$ cat config.mk
export PLATFORM = sky130hd
export DESIGN_NAME = spi_slave_engine
export DESIGN_NICKNAME = d
export VERILOG_FILES = /design/src/rtl/spi_slave_engine.sv
export SDC_FILE = /design/constraint.sdc
export NUM_CORES = 1
export LEC_CHECK = 0
export ABC_CLOCK_PERIOD_IN_PS = 3300
export BUFFER_PORTS_ARGS = -buffer_cell sky130_fd_sc_hd__buf_2
export CORE_MARGIN = 2
export CORE_UTILIZATION = 50
export CTS_CLUSTER_DIAMETER = 40
export DETAILED_ROUTE_END_ITERATION = 8
export GPL_ROUTABILITY_DRIVEN = 0
export PLACE_DENSITY = 0.72
export RECOVER_POWER = 50
export SLEW_MARGIN = 10
export SYNTH_ARGS = -nofsm -noshare
export SYNTH_HDL_FRONTEND = slang
export SYNTH_SLANG_ARGS = --single-unit
$ cat constraint.sdc
create_clock -name clk_i -period 3.3 [get_ports clk_i]
set_input_delay 0.165 -clock clk_i [delete_from_list [all_inputs] [get_ports clk_i]]
set_output_delay 0.165 -clock clk_i [all_outputs]
set_load 0.05 [all_outputs]
$ cat src/rtl/spi_slave_engine.sv
// spi_slave_engine -- SPI mode-0 responder shift engine, MSB first.
//
// Oversamples the SPI pins in the clk_i domain, shifts MOSI words into an
// RX FIFO and shifts MISO words out of a TX FIFO, several words per frame.
//
// Ports:
//   clk_i, rst_i              system clock (>= 6x sclk), sync active-high reset
//   spi_sclk_i/cs_ni/mosi_i   asynchronous SPI pins
//   spi_miso_o, spi_miso_oe_o slave data out and its enable (frame active)
//   tx_data_i, tx_notempty_i  head of TX FIFO; tx_pop_o one-cycle pop strobe
//   rx_data_o, rx_push_o      received word and one-cycle push strobe
//   rx_notfull_i              RX FIFO can take a word
//   busy_o                    frame in progress
//   rx_overflow_o             sticky: word dropped, RX FIFO full
//   tx_underrun_o             sticky: DUMMY_WORD sent, TX FIFO empty
//   err_clr_i                 clears both sticky flags (set wins)
module spi_slave_engine #(
  parameter int                    DATA_WIDTH = 8,
  parameter logic [DATA_WIDTH-1:0] DUMMY_WORD = '1
) (
  input  logic                  clk_i,
  input  logic                  rst_i,
  input  logic                  spi_sclk_i,
  input  logic                  spi_cs_ni,
  input  logic                  spi_mosi_i,
  output logic                  spi_miso_o,
  output logic                  spi_miso_oe_o,
  input  logic [DATA_WIDTH-1:0] tx_data_i,
  input  logic                  tx_notempty_i,
  output logic                  tx_pop_o,
  output logic [DATA_WIDTH-1:0] rx_data_o,
  input  logic                  rx_notfull_i,
  output logic                  rx_push_o,
  output logic                  busy_o,
  output logic                  rx_overflow_o,
  output logic                  tx_underrun_o,
  input  logic                  err_clr_i
);

  localparam int CW = $clog2(DATA_WIDTH + 1);

  localparam logic [1:0] ST_WAIT_IDLE = 2'd0;
  localparam logic [1:0] ST_IDLE      = 2'd1;
  localparam logic [1:0] ST_LOAD      = 2'd2;
  localparam logic [1:0] ST_SHIFT     = 2'd3;

  logic [2:0]            sclk_q, sclk_d;
  logic [1:0]            cs_q, cs_d;
  logic [1:0]            mosi_q, mosi_d;
  // Fills with ones after reset. The cs_n sync flops reset to "idle", which
  // would otherwise let WAIT_IDLE leave before the real pin level arrives
  // and join a frame that is already running.
  logic [1:0]            vld_pipe_q, vld_pipe_d;
  logic [1:0]            state_q, state_d;
  logic [CW-1:0]         bit_cnt_q, bit_cnt_d;
  logic [DATA_WIDTH-1:0] tx_shift_q, tx_shift_d;
  logic [DATA_WIDTH-1:0] rx_shift_q, rx_shift_d;
  logic [DATA_WIDTH-1:0] rx_hold_q, rx_hold_d;
  logic                  word_done_q, word_done_d;
  logic                  reload_pend_q, reload_pend_d;
  logic                  ovf_q, ovf_d;
  logic                  unr_q, unr_d;

  logic sclk_rise, sclk_fall, cs_n_s, mosi_s;
  logic reload, pop, unr_set, push, ovf_set;

  assign sclk_rise = sclk_q[1] & ~sclk_q[2];
  assign sclk_fall = ~sclk_q[1] & sclk_q[2];
  assign cs_n_s    = cs_q[1];
  assign mosi_s    = mosi_q[1];

  always_comb begin
    sclk_d        = {sclk_q[1:0], spi_sclk_i};
    cs_d          = {cs_q[0], spi_cs_ni};
    mosi_d        = {mosi_q[0], spi_mosi_i};
    vld_pipe_d    = {vld_pipe_q[0], 1'b1};
    state_d       = state_q;
    bit_cnt_d     = bit_cnt_q;
    tx_shift_d    = tx_shift_q;
    rx_shift_d    = rx_shift_q;
    word_done_d   = 1'b0;
    reload_pend_d = reload_pend_q;
    reload        = 1'b0;

    case (state_q)
      ST_WAIT_IDLE: if (vld_pipe_q[1] && cs_n_s) state_d = ST_IDLE;
      ST_IDLE:      if (!cs_n_s) state_d = ST_LOAD;
      ST_LOAD: begin
        reload    = 1'b1;
        bit_cnt_d = '0;
        state_d   = ST_SHIFT;
      end
      default: begin
        // cs_n deassertion wins over any sclk edge seen in the same cycle
        if (cs_n_s) begin
          state_d       = ST_IDLE;
          bit_cnt_d     = '0;
          reload_pend_d = 1'b0;
        end else if (sclk_rise) begin
          rx_shift_d = {rx_shift_q[DATA_WIDTH-2:0], mosi_s};
          if (bit_cnt_q == CW'(DATA_WIDTH - 1)) begin
            bit_cnt_d     = '0;
            word_done_d   = 1'b1;
            reload_pend_d = 1'b1;
          end else begin
            bit_cnt_d = bit_cnt_q + 1'b1;
          end
        end else if (sclk_fall) begin
          if (reload_pend_q) reload = 1'b1;
          else               tx_shift_d = tx_shift_q << 1;
        end
      end
    endcase

    pop     = 1'b0;
    unr_set = 1'b0;
    if (reload) begin
      reload_pend_d = 1'b0;
      if (tx_notempty_i) begin
        tx_shift_d = tx_data_i;
        pop        = 1'b1;
      end else begin
        tx_shift_d = DUMMY_WORD;
        unr_set    = 1'b1;
      end
    end

    // The completed word sits in rx_shift_q for the whole push cycle: the
    // clock ratio keeps the next sclk_rise several cycles away.
    push      = word_done_q & rx_notfull_i;
    ovf_set   = word_done_q & ~rx_notfull_i;
    rx_hold_d = push ? rx_shift_q : rx_hold_q;

    ovf_d = ovf_set | (ovf_q & ~err_clr_i);
    unr_d = unr_set | (unr_q & ~err_clr_i);
  end

  always_ff @(posedge clk_i) begin
    if (rst_i) begin
      sclk_q        <= '0;
      cs_q          <= '1;
      mosi_q        <= '0;
      vld_pipe_q    <= '0;
      state_q       <= ST_WAIT_IDLE;
      bit_cnt_q     <= '0;
      tx_shift_q    <= '0;
      rx_shift_q    <= '0;
      rx_hold_q     <= '0;
      word_done_q   <= 1'b0;
      reload_pend_q <= 1'b0;
      ovf_q         <= 1'b0;
      unr_q         <= 1'b0;
    end else begin
      sclk_q        <= sclk_d;
      cs_q          <= cs_d;
      mosi_q        <= mosi_d;
      vld_pipe_q    <= vld_pipe_d;
      state_q       <= state_d;
      bit_cnt_q     <= bit_cnt_d;
      tx_shift_q    <= tx_shift_d;
      rx_shift_q    <= rx_shift_d;
      rx_hold_q     <= rx_hold_d;
      word_done_q   <= word_done_d;
      reload_pend_q <= reload_pend_d;
      ovf_q         <= ovf_d;
      unr_q         <= unr_d;
    end
  end

  assign busy_o        = (state_q == ST_LOAD) || (state_q == ST_SHIFT);
  assign spi_miso_oe_o = busy_o;
  assign spi_miso_o    = busy_o & tx_shift_q[DATA_WIDTH-1];
  assign tx_pop_o      = pop;
  assign rx_push_o     = push;
  assign rx_data_o     = push ? rx_shift_q : rx_hold_q;
  assign rx_overflow_o = ovf_q;
  assign tx_underrun_o = unr_q;

endmodule

== After elaboration in Yosys (flattened, before gate mapping) ==
Index checks and enable logic that the tools add are counted.
Word-level totals
  input bits: 16
  memories: 0
  bits in writable memories: 0
  memory bits (read-only): 0
  bits in registers: 43
  word-level logic and storage cells: 89
  latch bits: 0
  output and inout port bits: 15
Cells by class
  div/mod/pow operators: 0
  equal/unequal tests: 10
  reduce and logical (&&, ||, !) cells: 17
  magnitude comparators: 0
  add/subtract/negate cells: 1
  bitwise gates (word level): 17
  muxes and demuxes: 30
  $mul: 0
  shift operators: 0
Operators with widths (number)
  2-to-1 mux 8 bit: 8
  2-to-1 mux 1 bit: 13
  2-to-1 mux 4 bit: 3
  AND reduction 3 bit: 3
  inequality test 2 x 1 -> 1 bit, second input constant: 4
  inverter 1 bit: 8
  case mux 4 bit (2 select lines): 1
  AND 1 bit: 7
  2-to-1 mux 2 bit: 3
  case mux 2 bit (3 select lines): 1
  nonzero test 2 bit: 3
  OR reduction 6 bit: 1
  AND reduction 5 bit: 1
  adder 4 x 1 -> 4 bit, second input constant: 1
  equality test 2 bit, second input constant: 2
  equality test 4 x 3 -> 1 bit, second input constant: 1
  inequality test 2 bit, second input constant: 2
  nonzero test 4 bit: 1
  OR reduction 2 bit: 2
  nonzero test 3 bit: 1
  OR reduction 3 bit: 1
  equality test 2 x 1 -> 1 bit, second input constant: 1
  zero test 2 bit: 1
  OR 1 bit: 2
  4 further kinds: 4

== Longest topological paths before layout ==
Gate-level depths: netlist of the first run.
  depth in word-level cells: 8
  gate-level depth with buffers: 7
  gate-level depth less buffers: 6

== Least setup slack after synthesis of the first run ==
Ideal clock, no wire load.
  kind: register to output
  start: reg state_q[0]
  end: out tx_pop_o
  data required time: 3135 ps
  slack: 1587 ps
  path buffers: 1
  stages on the path, launching flop included: 7
  data arrival time: 1548 ps
  path through: dfxtp_1 inv_1 ha_1 nor2b_1 clkbuf_1 a21o_1 and2_1
Between the ends
  word-level cells in the longest chain between the ends: 4
  elaborated cells on any way between the ends: 6
  classes of those cells: eq/ne (2); mux (2); reduce/logical (2)
RTL lines
  start, declared: line 54  | logic [1:0] state_q, state_d;
  start signal, assigned: line 158  | state_q <= state_d;
  equality test 2 x 1 -> 1 bit / zero test 2 bit (equally long branches): line 85  | case (state_q)
  OR reduction 2 bit (no source line)
  case mux 1 bit (2 select lines) *: line 85
  2-to-1 mux 1 bit *: line 117  | if (reload) begin
  end, declared: line 30  | output logic tx_pop_o,
Every way passes the cells marked *; elsewhere a longest branch is shown, timed or not.

== Worst setup path in the final report of the first run ==
Ends and elaborated chain as after synthesis.

==> reports/results.ini, run 1 <==
[place]
hpwl_um = 2190
place_area_um2 = 1990
place_ws_ps = 1400
port_buffers = 30

[detailed_routing]
drt-pass1-iter-count = 4
drt-initial-drc-count = 80
vias = 1403
wl_um = 3170
ant_nets = 0
wl_per_cell_um = 12.0
drc = 0
vias_per_cell = 5.29

[setup_path]
cp_top_family = simple AND/OR/NAND/NOR gates
crit_required_ps = 3130
reg2reg_depth = 6
crit_chain = inv_1, ha_1, nor2b_1, a21o_1, and2_1, buf_2
r2r_setup_slack_ps = 1510
critPathCapture = tx_pop_o
critPathKind = reg -> out
worstPathMaxFanout = 9
worstSetupPathDepth = 6
endpoint_kind = output pin
reg2reg_to = bit_cnt_q[3]$_SDFFE_PP0P_
worst_path_largest_cell_delay_ps = 490
critPathLaunchType = register
slowest_stage = nor2b_1
cp_data_arrival_time_ps = 2050
r2r-start = state_q[0]$_SDFFE_PP0P_
crit_start = state_q[0]$_SDFFE_PP0P_
cp.buffers_inverters = 2

[power]
powerDensity_nw_per_um2 = 554
ir_drop_v = 0.000305
p_leak_nw = 0.860

[floorplan]
die-area_um2 = 4170
fp.coreArea_um2 = 3610
io_pins = 31
num_rows = 22
start_util = 0.509
die_h_um = 64.6
die_w_um = 64.6

[synth]
synthDominantCellAreaShare = 0.469
yosysTopAreaCell = dfxtp_1
synthFlopType = dfxtp_1
synth_mux_area_frac = 0.0982
synthTopCellsByArea = dfxtp_1 47%, mux2i_1 4.9%, mux2_2 4.9%
netlist_instances = 191
ys_types = 38
synth_xor_area_frac = 0
avgSynthCellArea_um2 = 9.60
synth_compound_area_frac = 0.138
synth-seq-cells = 43
synth_edf_count = 0
yosys_warnings = 0
ys_seq_area_frac = 0.469
synthAdderAreaFrac = 0.0409
synth_top_family_by_area = simple AND/OR/NAND/NOR gates
synth_fp_nets = 213
synthArstFlopShare = 0
yosys.area_share.simple = 0.209
synth_area_um2 = 1830

[grt]
overflow = 0
first_global_vias = 1228
grt_pass1_wl_um = 5480
track_usage = 0.171
grt_max_degree = 35
grt_antenna_before_repair = 0

[min_path]
min_path_type = in -> reg

[layout]
antenna-diode-count = 0
final_cell_area_um2 = 2080
fin_nets = 238
final_util = 0.577
area_growth_pct = 13.5
drive_above_1_share = 0.217

[sta]
setup_viol = 0
rsz0062_at_grt = no
report.final.slew_viol_count = 0
clock.fmax_mhz = 451
finalCriticalPeriod_ps = 2220
tightest_slew_ps = 1410
fin_worst_skew_ps = 5.63
max_slew_margin = 0.0594
fin_ws_ps = 1080
tns_ps = 0
hold_violations = 0
post-route-period-util = 0.672

[clocking]
clk-insertion-delay-late_ps = 290
clockRootBuffer = clkbuf_8
cts_setup_buffers = 0
cts.sinks = 43
cts_tree = done
clock_path_buffers = 2
cts_buffers = 5
ctsHtreeMaxLevel = 2
clkTransAtPathRegs_ps = 70
cts_resized = 0
cts_hold_buffers = 0

[job]
drv_cap = 0

[outcome]
status = finished clean

-- cells by family after synthesis --
family	after synthesis
AO/OA/AOI/OAI	38
adder cells (fa/ha/maj)	6
buffers and inverters	18
flip-flops	43
multiplexers	17
AND/OR/NAND/NOR	69
-- how the worst min path moves through the flow --
| stage | start | to | cells past startpoint |
|---|---|---|---|
| detailed placement | spi_cs_ni | cs_q[0]$_SDFF_PP1_ | 2 |
| CTS | spi_cs_ni | cs_q[0]$_SDFF_PP1_ | 2 |
| global placement | spi_cs_ni | cs_q[0]$_SDFF_PP1_ | 2 |
| finish | spi_cs_ni | cs_q[0]$_SDFF_PP1_ | 2 |
| global route | spi_cs_ni | cs_q[0]$_SDFF_PP1_ | 2 |
| floorplan | spi_cs_ni | cs_q[0]$_SDFF_PP1_ | 1 |
-- registers in the layout, indices dropped and copies added, names as in the netlist --
name,count
word_done_q,1
cs_q,2
reload_pend_q,1
bit_cnt_q,4
vld_pipe_q,2
rx_overflow_o,1
sclk_q,3
state_q,2
tx_underrun_o,1
mosi_q,2
tx_shift_q,8
rx_hold_q,8
rx_shift_q,8
-- report_power, final --
| group | switching (mW) | leakage (nW) | internal (mW) | total [mW] |
|---|---|---|---|---|
| logic | 0.143 | 0.460 | 0.0811 | 0.224 |
| clock network | 0.163 | 0.0515 | 0.191 | 0.354 |
| registers | 0.0232 | 0.349 | 0.553 | 0.576 |
-- stage by stage --
stage	power [mW]	hold slack, ps	instances
final	1.15	62.0	265
after global routing	1.22	57.0	265
after CTS	1.16	55.9	265
after detailed placement	0.813	359	257
after global placement	0.806	347	257
after floorplan	0.765	269	191
-- routing by layer --
layer / global-route usage / wire [µm] / part of all wire
met5: 0 / 0 / 0
met4: 0.0957 / 57 / 0.018
met3: 0.0521 / 134 / 0.042
met2: 0.254 / 1420 / 0.45
met1: 0.219 / 1570 / 0.49
-- synth_stat cells, types with 2 or more instances --
cell	number
or2_2	3
nand3b_1	7
a21oi_1	4
dfxtp_1	43
o21ai_0	9
inv_1	6
and2_1	10
a31oi_1	8
and3b_1	2
nand2_1	11
mux2_2	8
ha_1	6
nor2b_1	8
clkbuf_1	9
nor2_1	15
nand2b_1	2
o211ai_1	7
a22oi_1	2
nand3_1	2
and3_1	2
mux2i_1	9
nor3_1	2
-- layout make-up --
class                      instances  area, µm²
tap                               48       60.1
timing repair buffer              30        145
sequential                        43        861
multi-input combinational        130        893
fill                             336       1520
clock buffer                       8        100
inverter                           6       22.5
-- placed cells by master (no fill, tap or decap), drive strengths merged, types with 2 or more instances in the layout --
cell type,netlist,final
buf,3,26
dfxtp,43,43
nand3b,7,7
nand2,11,11
or2,3,3
nand2b,2,2
o21ai,9,9
nor3,2,2
nor2,16,16
clkbuf,9,12
nor2b,8,8
nand3,2,2
mux2,8,8
and3b,2,2
inv,6,6
o211ai,7,7
and2,10,10
mux2i,9,9
ha,6,6
a31oi,8,8
a21oi,4,4
and3,2,2
a22oi,2,2
Note: power is estimated with default switching activity, not from simulation.
==> run 2, diff against run 1 <==
--- a/config.mk
+++ b/config.mk
@@ -5,14 +5,15 @@
 export SDC_FILE = /design/constraint.sdc
 export NUM_CORES = 1
 export LEC_CHECK = 0
-export ABC_CLOCK_PERIOD_IN_PS = 3300
+export ABC_AREA = 1
+export ABC_CLOCK_PERIOD_IN_PS = 1800
 export BUFFER_PORTS_ARGS = -buffer_cell sky130_fd_sc_hd__buf_2
 export CORE_MARGIN = 2
 export CORE_UTILIZATION = 50
 export CTS_CLUSTER_DIAMETER = 40
 export DETAILED_ROUTE_END_ITERATION = 8
 export GPL_ROUTABILITY_DRIVEN = 0
-export PLACE_DENSITY = 0.72
+export PLACE_DENSITY = 0.75
 export RECOVER_POWER = 50
 export SLEW_MARGIN = 10
 export SYNTH_ARGS = -nofsm -noshare
==> constraint.sdc (replaced) <==
create_clock -name clk_i -period 1.8 [get_ports clk_i]
set_input_delay 0.09 -clock clk_i [delete_from_list [all_inputs] [get_ports clk_i]]
set_output_delay 0.09 -clock clk_i [all_outputs]
set_load 0.05 [all_outputs]
==> run 2 against run 1 <==
  * Final cell count grew 26%
  * Combinational power grew to 4.2 times the previous value
  * Sequential power grew 96%
  * Utilization grew 4.8 points
  * Sequential share of layout area shrank 3.8 points
  * Worst hold slack lost 14 ps
  * Flip-flop and latch count is the same
  * Power grew 130%
  * Non-clock buffer count grew 8
  * First-iteration DRC count shrank 57%
  * Critical endpoint unchanged
  * Largest power group unchanged
==> reports/results.ini, run 2 <==
[power]
power.internal_mw = 1.69  ; +110%
power.share.sequential = 0.421  ; -0.078
pwr-share-comb = 0.348  ; +0.154
p_sw_mw = 0.996  ; +200%
p_leak_nw = 1.15  ; +34%
powerDensity_nw_per_um2 = 1170  ; +110%
switching_share = 0.370  ; +0.0847
pwr-share-clk = 0.231  ; -0.075
power_mw = 2.69  ; +130%
ir_drop_v = 0.000692  ; +130%

[detailed_routing]
vias = 1562  ; +11%
drc = 0  ; unchanged
drt-pass1-iter-count = 4  ; unchanged
vias_per_cell = 4.68  ; -12%
drt-initial-drc-count = 34  ; -57%
wl_um = 3450  ; +8.8%
ant_nets = 0  ; unchanged
wl_per_cell_um = 10.3  ; -14%

[clocking]
clk-insertion-delay-late_ps = 290  ; about the same
cts.sinks = 43  ; unchanged
ctsHtreeMaxLevel = 2  ; unchanged
clockRootBuffer = clkbuf_8
clkTransAtPathRegs_ps = 80  ; about the same
clock_path_buffers = 2  ; unchanged
cts_buffers = 5  ; unchanged
cts_tree = done

[layout]
fill_cells = 342  ; +1.8%
drive_above_1_share = 0.252  ; +0.0352
area_growth_pct = 20.1
finalNonFillerCells = 334  ; +26%
fin_nets = 307  ; +29%
antenna-diode-count = 0  ; unchanged
final_util = 0.626  ; +0.0485
layout_common_cells = 41 x dfxtp_1, 37 x nor2_1, 36 x nand2_1
final_cell_area_um2 = 2310  ; +11%
reg_top3 = rx_hold_q x8, rx_shift_q x8, tx_shift_q x8
final_common_cell = dfxtp_1

[synth]
synthDominantCellAreaShare = 0.448  ; -0.0214
yosysTopAreaCell = dfxtp_1
synthArstFlopShare = 0  ; unchanged
synth_edf_count = 0  ; unchanged
yosys.cell_count.top_type = dfxtp_1
synthFlopType = dfxtp_1
synthTopCellsByArea = dfxtp_1 45%, nand2_1 7.2%, nor2_1 7.2%
ys_seq_area_frac = 0.448  ; -0.0214
netlist_instances = 246  ; +29%
synth_common_cells = 43 x dfxtp_1, 37 x nand2_1, 37 x nor2_1
synth-seq-cells = 43  ; unchanged
synth_area_um2 = 1920  ; +4.8%
synth_fp_nets = 268  ; +26%
yosys_warnings = 0  ; unchanged
avgSynthCellArea_um2 = 7.81  ; -19%
ys_types = 30  ; -21%

[sta]
setup_viol = 0  ; unchanged
report.final.slew_viol_count = 0  ; unchanged
hold_violations = 0  ; unchanged
clock.fmax_mhz = 600
whs_ps = 48.4  ; -13.6 ps
tightest_slew_ps = 1040  ; -368 ps
finalCriticalPeriod_ps = 1670
rsz0062_at_grt = no
post-route-period-util = 0.926
tns_ps = 0  ; unchanged
fin_worst_skew_ps = 9.39  ; +3.75 ps
fin_ws_ps = 133  ; -951 ps
max_slew_margin = 0.305  ; +0.245

[place]
hpwl_um = 2520  ; +15%
placed_cells = 320  ; +25%
place_ws_ps = 205  ; -1190 ps
port_buffers = 30  ; unchanged
place_area_um2 = 2120  ; +6.8%

[grt]
first_global_vias = 1438  ; +17%
grt_max_degree = 22  ; -37%
grt_antenna_before_repair = 0  ; unchanged
grt_pass1_wl_um = 6000  ; +9.6%
track_usage = 0.177  ; +0.00630
overflow = 0  ; unchanged

[setup_path]
cp_data_arrival_time_ps = 1580  ; -470 ps
crit_required_ps = 1710  ; -1420 ps
critPathLaunchType = register
endpoint_kind = output pin
worstPathMaxFanout = 10  ; +1
critPathKind = reg -> out

[min_path]
min_path_type = in -> reg

[floorplan]
die_w_um = 66.0  ; +2.2%
io_pins = 31  ; unchanged
die-area_um2 = 4360  ; +4.5%
num_rows = 22  ; unchanged
fp.coreArea_um2 = 3690  ; +2.3%
die_h_um = 66.0  ; +2.2%
start_util = 0.521  ; +0.0124

[outcome]
status = finished clean

[job]
drv_cap = 0  ; unchanged

-- run 2: kinds of logic (layout without fill, tap and decap cells) --
family	count (synthesis)	in the layout	share of synthesized area
flops	43	43	0.448
buf+inv	40	80	0.0833
xor+xnor	1	1	0.00456
simple gates	117	117	0.305
fa+ha+maj	6	6	0.0391
compound gates	39	39	0.120
-- run 2: path summary, 6_finish.rpt --
kind | from | to | slack (ps) | cells past startpoint
min reg2reg | sclk_q[0]$_SDFF_PP0_ | sclk_q[1]$_SDFF_PP0_ | 390 | 2
max | state_q[0]$_SDFFE_PP0P_ | tx_pop_o | 130 | 8
max reg2reg | state_q[0]$_SDFFE_PP0P_ | state_q[1]$_SDFFE_PP0P_ | 270 | 8
min | err_clr_i | rx_overflow_o$_SDFF_PP0_ | 50 | 4
-- run 2: timing repair --
item                                    in CTS  in global routing
pin swaps                                    0                  2
gates resized for setup                      5                 10
buffers inserted                             0                  3
hold buffers                                 3                  0
hold endpoints to repair                     3                  0
endpoints found under the setup margin       3                  3
-- run 2: power groups by stage --
stage	logic (mW)	registers [mW]	clock network, mW
3_5_place_dp	0.825	1.14	0
5_1_grt	1.04	1.15	0.681
3_3_place_gp	0.809	1.13	0
4_1_cts	0.864	1.12	0.635
2_1_floorplan	0.684	1.13	0
6_report	0.937	1.13	0.621
-- run 2: layout make-up --
type                    count  area, µm²  share of cell area
clock inverters             3       25.0              0.0108
flip-flops and latches     43        866               0.375
repair buffers             38        235               0.102
clock buffers               5       68.8              0.0298
well taps                  48       60.1              0.0260
multi-input cells         163        921               0.399
inverters                  34        133              0.0575
-- run 2: critical path: stages (launching register included) --
cell	delay, ps
dfxtp_4	390
ha_4	150
inv_2	80
nor2_8	150
nand3_4	110
nand2_8	110
inv_6	60
nor2_2	90
buf_6	160
-- run 2: layer usage --
layer	track usage	wire length, µm	part of all wire
met5	0	0	0
met4	0.0434	11	0.0032
met3	0.0579	112	0.032
met2	0.301	1620	0.47
met1	0.216	1710	0.49
==> run 3, diff against run 2 <==
==> constraint.sdc (replaced) <==
create_clock -name clk_i -period 1.8 [get_ports clk_i]
set_input_delay 0.09 -clock clk_i [delete_from_list [all_inputs] [get_ports clk_i]]
set_output_delay 0.09 -clock clk_i [all_outputs]
set_load 0.02 [all_outputs]
==> run 3 against run 2 <==
  * Final cell count unchanged
  * Flip-flop and latch count unchanged
  * Combinational power fell by 13%
  * First-iteration DRC count grew 74%
  * Critical path type unchanged
==> reports/results.ini, run 3 (synthesis gave the netlist of run 2 again) <==
[layout]
layout_common_cells = 41 x dfxtp_1, 38 x nor2_1, 37 x nand2_1
fill_cells = 348  ; +1.8%
final_cell_area_um2 = 2270  ; -1.5%
fin_nets = 307  ; unchanged
antenna-diode-count = 0  ; unchanged
drive_above_1_share = 0.255  ; +0.00350
final_common_cell = dfxtp_1
final_util = 0.616  ; -0.00950
area_growth_pct = 18.3
reg_top3 = rx_hold_q x8, rx_shift_q x8, tx_shift_q x8

[detailed_routing]
drt-pass1-iter-count = 4  ; unchanged
drc = 0  ; unchanged
vias_per_cell = 4.86  ; +4.0%
drt-initial-drc-count = 59  ; +74%
wl_um = 3800  ; +9.9%
wl_per_cell_um = 11.4  ; +9.9%
vias = 1624  ; +4.0%
ant_nets = 0  ; unchanged

[sta]
max_slew_margin = 0.762  ; +0.458
report.final.slew_viol_count = 0  ; unchanged
post-route-period-util = 0.950  ; +0.0237
fin_ws_ps = 90.2  ; -42.6 ps
tightest_slew_ps = 356  ; -687 ps
hold_violations = 0  ; unchanged
fin_worst_skew_ps = 6.52  ; -2.87 ps
finalCriticalPeriod_ps = 1710  ; +42.6 ps
tns_ps = 0  ; unchanged
setup_viol = 0  ; unchanged
clock.fmax_mhz = 585  ; -2.5%
whs_ps = 41.0  ; -7.33 ps

[grt]
grt_pass1_wl_um = 6240  ; +4.0%
met2_usage = 0.326  ; +0.0253
overflow = 0  ; unchanged
first_global_vias = 1475  ; +2.6%
top_usage_layer = met2
grt_use_met3 = 0.0511  ; -0.00681
track_usage = 0.190  ; +0.0126
grtUsageMet1 = 0.225  ; +0.00886
grt_antenna_before_repair = 0  ; unchanged
grt_max_degree = 31  ; +41%

[clocking]
cts_buffers = 5  ; unchanged
clkTransAtPathRegs_ps = 90  ; about the same
cts.sinks = 43  ; unchanged
clk-insertion-delay-late_ps = 300  ; about the same
clockRootBuffer = clkbuf_8
clock_path_buffers = 2  ; unchanged
cts_tree = done
ctsHtreeMaxLevel = 2  ; unchanged

[floorplan]
io_pins = 31  ; unchanged
die_h_um = 66.0  ; unchanged
num_rows = 22  ; unchanged
fp.coreArea_um2 = 3690  ; unchanged
die_w_um = 66.0  ; unchanged
start_util = 0.521  ; unchanged
die-area_um2 = 4360  ; unchanged

[setup_path]
r2r_setup_slack_ps = 120  ; -150 ps
critPathKind = reg -> out
worstPathMaxFanout = 10  ; unchanged
cp_data_arrival_time_ps = 1620  ; +40 ps
crit_required_ps = 1710  ; about the same
critPathLaunchType = register
endpoint_kind = output pin
reg2reg_depth = 10  ; +2
reg2reg_to = tx_shift_q[4]$_SDFFE_PP0P_
r2r-start = state_q[0]$_SDFFE_PP0P_

[job]
drv_cap = 0  ; unchanged

[place]
hpwl_um = 2550  ; +1.4%
place_ws_ps = 266  ; +60.4 ps
port_buffers = 30  ; unchanged
place_area_um2 = 2110  ; -0.47%

[min_path]
min_path_type = in -> reg
holdPathEnd = tx_underrun_o$_SDFF_PP0_
hold_path_startpoint = err_clr_i
hold_depth = 4  ; unchanged

[outcome]
status = finished clean

[power]
p_leak_nw = 1.13  ; -1.6%
powerDensity_nw_per_um2 = 1140  ; -2.4%
ir_drop_v = 0.000676  ; -2.3%

## run 3: cell types whose count changed in the layout (fill, tap and decap cells not counted), moves of 2 or more
| cell | change |
|---|---|
| buf_4 | +4 |
| buf_8 | -2 |
| clkbuf_1 | -2 |
| clkinv_4 | -2 |
## run 3: what timing repair did
action                                  CTS  global route
hold buffers                              3             0
hold endpoints to repair                  3             0
gates cloned                              0             0
pin swaps                                 0             2
gates resized for setup                   4             6
endpoints found under the setup margin    5             6
setup buffers                             0             4
## run 3: worst max path at each step
stage                                       start                         end  slack (ps)  depth (start not counted)
after CTS                 state_q[1]$_SDFFE_PP0P_                    tx_pop_o           9                          8
after detailed placement  state_q[0]$_SDFFE_PP0P_     state_q[1]$_SDFFE_PP0P_         270                          8
final                     state_q[0]$_SDFFE_PP0P_                      busy_o          90                          8
after global routing      state_q[0]$_SDFFE_PP0P_  tx_shift_q[4]$_SDFFE_PP0P_         -10                         10
after global placement    state_q[0]$_SDFFE_PP0P_                    tx_pop_o         300                          7
after floorplan           state_q[0]$_SDFFE_PP0P_               spi_miso_oe_o         280                          7
## run 3: metal layers
layer / part of all wire / up-vias
li1: - / 847
met1: 0.47 / 748
met2: 0.48 / 25
met3: 0.038 / 4
met4: 0.0090 / 0
met5: 0 / -
## run 3: report_power, final
part | total [mW] | internal [mW] | switching, mW | leakage (nW)
registers | 1.13 | 1.06 | 0.0728 | 0.351
logic | 0.813 | 0.315 | 0.498 | 0.740
clock network | 0.640 | 0.277 | 0.363 | 0.0408
total | 2.59 | 1.65 | 0.934 | 1.13
## run 3: per-stage QoR
stage,power (mW),std cells
global placement,1.86,319
floorplan,1.73,246
finish,2.59,334
global route,2.74,334
detailed placement,1.88,319
CTS,2.53,330
## run 3: critical path, stage by stage, from the launching register on
cell and delay, ps:
dfxtp_4 370, ha_2 210, inv_2 150, nor2_8 70, nand3_4 110, nand2_8 80, inv_6 100, nand2_1 80
buf_4 160
## run 3: layout make-up
cell class              count  area (µm²)  area share
multi-input cells         163         901       0.396
flip-flops and latches     43         866       0.381
repair buffers             38         221      0.0974
inverters                  34         133      0.0583
clock buffers               5        68.8      0.0303
well taps                  48        60.1      0.0264
clock inverters             3        23.8      0.0105
